**src/rtl/squeeze_stage.sv**
```systemverilog
// Squeeze stage: unloads permutation rate words W bits at a time,
// requesting further permutations until the requested length is emitted.
module squeeze_stage #(
    parameter int W     = 64,
    parameter int LEN_W = 16
) (
    input  logic             clk,
    input  logic             rst,
    input  logic             start_i,
    input  logic [1:0]       mode_i,
    input  logic [LEN_W-1:0] out_len_i,
    input  logic             abort_i,
    input  logic [1343:0]    block_in,
    input  logic             block_valid_i,
    output logic             block_ready_o,
    output logic             squeeze_req_o,
    output logic [W-1:0]     data_o,
    output logic             valid_o,
    input  logic             ready_i,
    output logic             last_o,
    output logic             busy_o
);

    localparam int RATE_SHAKE128 = 1344;
    localparam int RATE_SHAKE256 = 1088;
    localparam int D128 = RATE_SHAKE128 / W;
    localparam int D256 = RATE_SHAKE256 / W;
    localparam int WL_W = $clog2(D128 + 1);
    localparam int BLK_W = RATE_SHAKE128 - W;

    localparam logic [1:0] SHAKE128_MODE_VEC = 2'b00;
    localparam logic [1:0] SHAKE256_MODE_VEC = 2'b01;

    typedef enum logic [1:0] {
        IDLE,
        WAIT_BLOCK,
        DUMP
    } state_t;

    state_t            state_q;
    state_t            state_d;
    logic [1:0]        mode_q;
    logic [LEN_W-1:0]  remaining_q;
    logic [WL_W-1:0]   words_left_q;
    logic [BLK_W-1:0]  blk_q;
    logic [WL_W-1:0]   depth;
    logic              start_ok;
    logic              load;
    logic              xfer;
    logic              rem_one;
    logic              wl_one;
    logic              squeeze_d;

    assign depth = (mode_q == SHAKE256_MODE_VEC) ?
                   WL_W'(D256) : WL_W'(D128);

    assign valid_o       = (state_q == DUMP);
    assign block_ready_o = (state_q == WAIT_BLOCK);
    assign busy_o        = (state_q != IDLE);
    assign rem_one       = (remaining_q == LEN_W'(1));
    assign wl_one        = (words_left_q == WL_W'(1));
    assign last_o        = valid_o && rem_one;

    // Abort wins over every other action in the same cycle.
    assign start_ok = (state_q == IDLE) && start_i &&
                      (out_len_i != '0) && !abort_i;
    assign load     = block_ready_o && block_valid_i && !abort_i;
    assign xfer     = valid_o && ready_i && !abort_i;
    assign squeeze_d = xfer && !rem_one && wl_one;

    always_ff @(posedge clk or negedge rst) begin
        if (!rst) begin
            state_q <= IDLE;
        end else begin
            state_q <= state_d;
        end
    end

    always_comb begin
        state_d = state_q;
        unique case (state_q)
            IDLE: begin
                if (start_ok) state_d = WAIT_BLOCK;
            end
            WAIT_BLOCK: begin
                if (load) state_d = DUMP;
            end
            DUMP: begin
                if (xfer && rem_one) state_d = IDLE;
                else if (xfer && wl_one) state_d = WAIT_BLOCK;
            end
            default: state_d = IDLE;
        endcase
        if (abort_i) state_d = IDLE;
    end

    always_ff @(posedge clk or negedge rst) begin
        if (!rst) begin
            mode_q        <= SHAKE128_MODE_VEC;
            remaining_q   <= '0;
            words_left_q  <= '0;
            blk_q         <= '0;
            data_o        <= '0;
            squeeze_req_o <= 1'b0;
        end else begin
            squeeze_req_o <= squeeze_d;
            if (start_ok) begin
                mode_q      <= mode_i;
                remaining_q <= out_len_i;
            end
            if (load) begin
                data_o       <= block_in[W-1:0];
                blk_q        <= block_in[RATE_SHAKE128-1:W];
                words_left_q <= depth;
            end else if (xfer) begin
                remaining_q  <= remaining_q - LEN_W'(1);
                words_left_q <= words_left_q - WL_W'(1);
                // Output word holds once the job or the block runs out.
                if (!rem_one && !wl_one) begin
                    data_o <= blk_q[W-1:0];
                    blk_q  <= {{W{1'b0}}, blk_q[BLK_W-1:W]};
                end
            end
        end
    end

endmodule

```
**config.mk**
```make
export PLATFORM = sky130hd
export DESIGN_NAME = squeeze_stage
export DESIGN_NICKNAME = d
export VERILOG_FILES = /design/src/rtl/squeeze_stage.sv
export SDC_FILE = /design/constraint.sdc
export NUM_CORES = 2
export LEC_CHECK = 0
export ABC_AREA = 1
export CAP_MARGIN = 20
export CORE_AREA = 2 2 555 557
export CTS_BUF_LIST = sky130_fd_sc_hd__clkbuf_4
export DETAILED_ROUTE_END_ITERATION = 10
export DIE_AREA = 0 0 557 559
export HOLD_SLACK_MARGIN = 0.03
export PLACE_DENSITY_LB_ADDON = 0.1
export REMOVE_ABC_BUFFERS = 1
export SYNTH_ARGS = -nofsm -noshare
export SYNTH_HDL_FRONTEND = slang
export SYNTH_SLANG_ARGS = --single-unit
```
**constraint.sdc**
```tcl
create_clock -name clk -period 5.3 [get_ports clk]
set_input_delay 0.53 -clock clk [delete_from_list [all_inputs] [get_ports clk]]
set_output_delay 0.53 -clock clk [all_outputs]
set_load 0.02 [all_outputs]
```
==> results.ini <==
[clock_tree]
cts_buffers=430
htreeDepth=5
clock_latency_ns=1.39
clockRootBuffer=clkbuf_4
cts.sinks=1370
cts-resized-gates=0
cts_tree=done
clock_path_buffers=4
clk_pin_slew_worst_paths_ns=0.06

[timing]
rsz0062_at_grt=no
finalWorstSetupSlack_ns=1.24
tightest_slew_ns=1.09
finalSetupViolCount=0
max_freq_mhz=247
fin_skew_ns=0.126
setup_tns_ns=0
period_minus_slack_ns=4.06
timing.slew.headroom=0.275
period_share=0.765
slew_viol_final=0
finalHoldViolations=0

[setup_path]
crit_type=flip-flop to output port
crit_path_end=last_o
crit_path_end_kind=output port
crit_path_max_fanout=5
rr_endpoint=data_o[12]
cp-start-kind=flip-flop
reg2reg_slack_ns=1.81
arrival_ns=3.53
r2r-start=state_q[0]
worstRegToRegCells=8
cp.required_ns=4.77
worstSetupStartpoint=remaining_q[8]

[route]
via_per_inst=4.24
ant_nets=0
vias=72900
routedWlPerCell_um=17.3
drc=0
drtPass1Iterations=8
drtIter0Drc=4387
drt_wl_total_um=297000

[global_route]
grt_util_met2=0.308
grtUsageMet3=0.0418
grt_use_total=0.185
top_usage_layer=met2
grt_max_degree=271
grt-ovfl-total=0
antenna_found_initial=156
grt_pass1_wl_um=449000
grt_use_met1=0.230
grt_pass1_vias=73800

[job]
cap_violations=0

[final_layout]
final_cell_mix=nand2_1 (3796), clkdlybuf4s50_1 (1435), inv_1 (1384), dfrtp_1 (1370), dlygate4sd3_1 (1364)
mostFrequentLayoutCell=nand2_1
drive_above_1_share=0.0590
fillCellCount=33100
nets=14200
area_growth_pct=51.0

[pwr]
leakage_nw=55.3
powerDensity_nw_per_um2=388
peakVddDrop_uv=148

[synth]
syn-cell-area_sq_um=71500
synth.distinct_cells=29
synth-seq-cells=1370
yosysSeqAreaShare=0.480
ys.warnings.count=0
avgSynthCellArea_sq_um=7.03
postSynthCellCount=10200

[worst_hold_path]
hp-class=primary input to flip-flop

[placed_design]
hpwlAfterDp_um=205000
globalplace.congestion=0.825
port_buffers=1436
place_ws_ns=1.11

[floorplanning]
start_util=0.234
core_sq_um=305000
die_x_um=557
io_pins=1437
die_h_um=559
die_area_sq_um=311000
rows=203

[status]
status=finished, final reports clean

[worst min-delay path by stage]
stage	startpoint	end	depth (start not counted)
after detailed placement	mode_q[0]	mode_q[0]	2
after global routing	out_len_i[4]	remaining_q[4]	5
after global placement	mode_q[0]	mode_q[0]	2
after CTS	out_len_i[4]	remaining_q[4]	5
final	block_in[788]	blk_q[724]	5
after floorplan	rst	blk_q[0]	0
[synthesized netlist by cell type]
| library cell | n | area, sq um |
|---|---|---|
| buf_4 | 9 | 67.6 |
| nand3_1 | 1305 | 6530 |
| nand4_1 | 16 | 100 |
| and3_1 | 1 | 6.26 |
| nor3_1 | 3 | 15.0 |
| nor2_4 | 1 | 11.3 |
| o211ai_1 | 1 | 7.51 |
| clkbuf_1 | 244 | 916 |
| clkinv_1 | 1 | 3.75 |
| o21ai_0 | 1319 | 6600 |
| nor2_1 | 102 | 383 |
| inv_2 | 2 | 7.51 |
| buf_6 | 10 | 113 |
| xor2_1 | 4 | 35.0 |
| nor2_2 | 3 | 18.8 |
| nand2_1 | 3796 | 14200 |
| dfrtp_1 | 1370 | 34300 |
| o22ai_1 | 1 | 6.26 |
| nand3_2 | 1 | 10.0 |
| or2_2 | 2 | 12.5 |
| o21ai_1 | 44 | 220 |
| nand2_4 | 1 | 11.3 |
| or2_0 | 1 | 6.26 |
| inv_1 | 1384 | 5190 |
| nand2_2 | 1 | 6.26 |
| buf_2 | 395 | 1980 |
| a21oi_1 | 69 | 345 |
| buf_1 | 73 | 274 |
| ha_1 | 4 | 50.1 |
[critical path, stage by stage (launching register included)]
cell and delay (ns):
dfrtp_1 0.43, nor2_2 0.19, nand2_1 0.12, nor2_1 0.20, nand2_1 0.26, nor3_1 0.23, clkdlybuf4s50_1 0.79
[metrics by stage]
step	area (sq um)	util	cells	total power, mW	hold slack (ns)
after floorplan	68100	-	9432	27.2	0.234
after global placement	89100	0.292	15100	31.0	0.468
after detailed placement	89100	0.292	15100	31.1	0.474
after CTS	108000	0.353	17100	42.8	0.0336
after global routing	108000	0.354	17200	45.9	0.126
final	108000	0.354	17200	41.9	0.218
[cell type report]
cell class	count	area [sq um]	share of cell area
Antenna cell	73	183	0.00169
Clock buffer	611	4590	0.0425
Clock inverter	49	342	0.00317
Inverter	1387	5210	0.0482
Multi-Input combinational cell	6675	28700	0.266
Sequential cell	1370	34300	0.318
Tap cell	4100	5130	0.0475
Timing Repair Buffer	2916	29500	0.274
[timing repair]
item	CTS	global route
hold buffers	1365	0
endpoints found under the hold margin	2672	0
setup buffers	0	0
[metal layers]
metal	vias to the layer above	share of wire	wire length (um)
met1	33100	0.43	128000
met2	1917	0.47	140000
met5	-	0.0019	563
met3	666	0.056	16500
li1	37000	-	-
met4	92	0.041	12100
[registers in the layout (all words and copies together) (netlist names)]
| register | flops |
|---|---|
| blk_q | 1280 |
| data_o | 64 |
| mode_q | 2 |
| remaining_q | 16 |
| squeeze_req_o | 1 |
| state_q | 2 |
| words_left_q | 5 |
[power breakdown]
group / internal [mW] / leakage (nW) / switching [mW]
clock network: 5.24 / 2.95 / 5.02
logic: 6.38 / 34.2 / 8.32
registers: 14.7 / 18.2 / 2.26
total: 26.3 / 55.3 / 15.6
[kinds of logic (layout without fill, tap and decap cells)]
family | Yosys count | in the layout | synth area share
compound gates | 1434 | 1434 | 0.100
xor+xnor | 4 | 4 | 0.000490
fa+ha+maj | 4 | 4 | 0.000700
buf+inv | 2118 | 4963 | 0.120
flops | 1370 | 1370 | 0.480
other cells | 0 | 73 | 0
simple gates | 5233 | 5233 | 0.299
(Power assumes the default switching activity.)
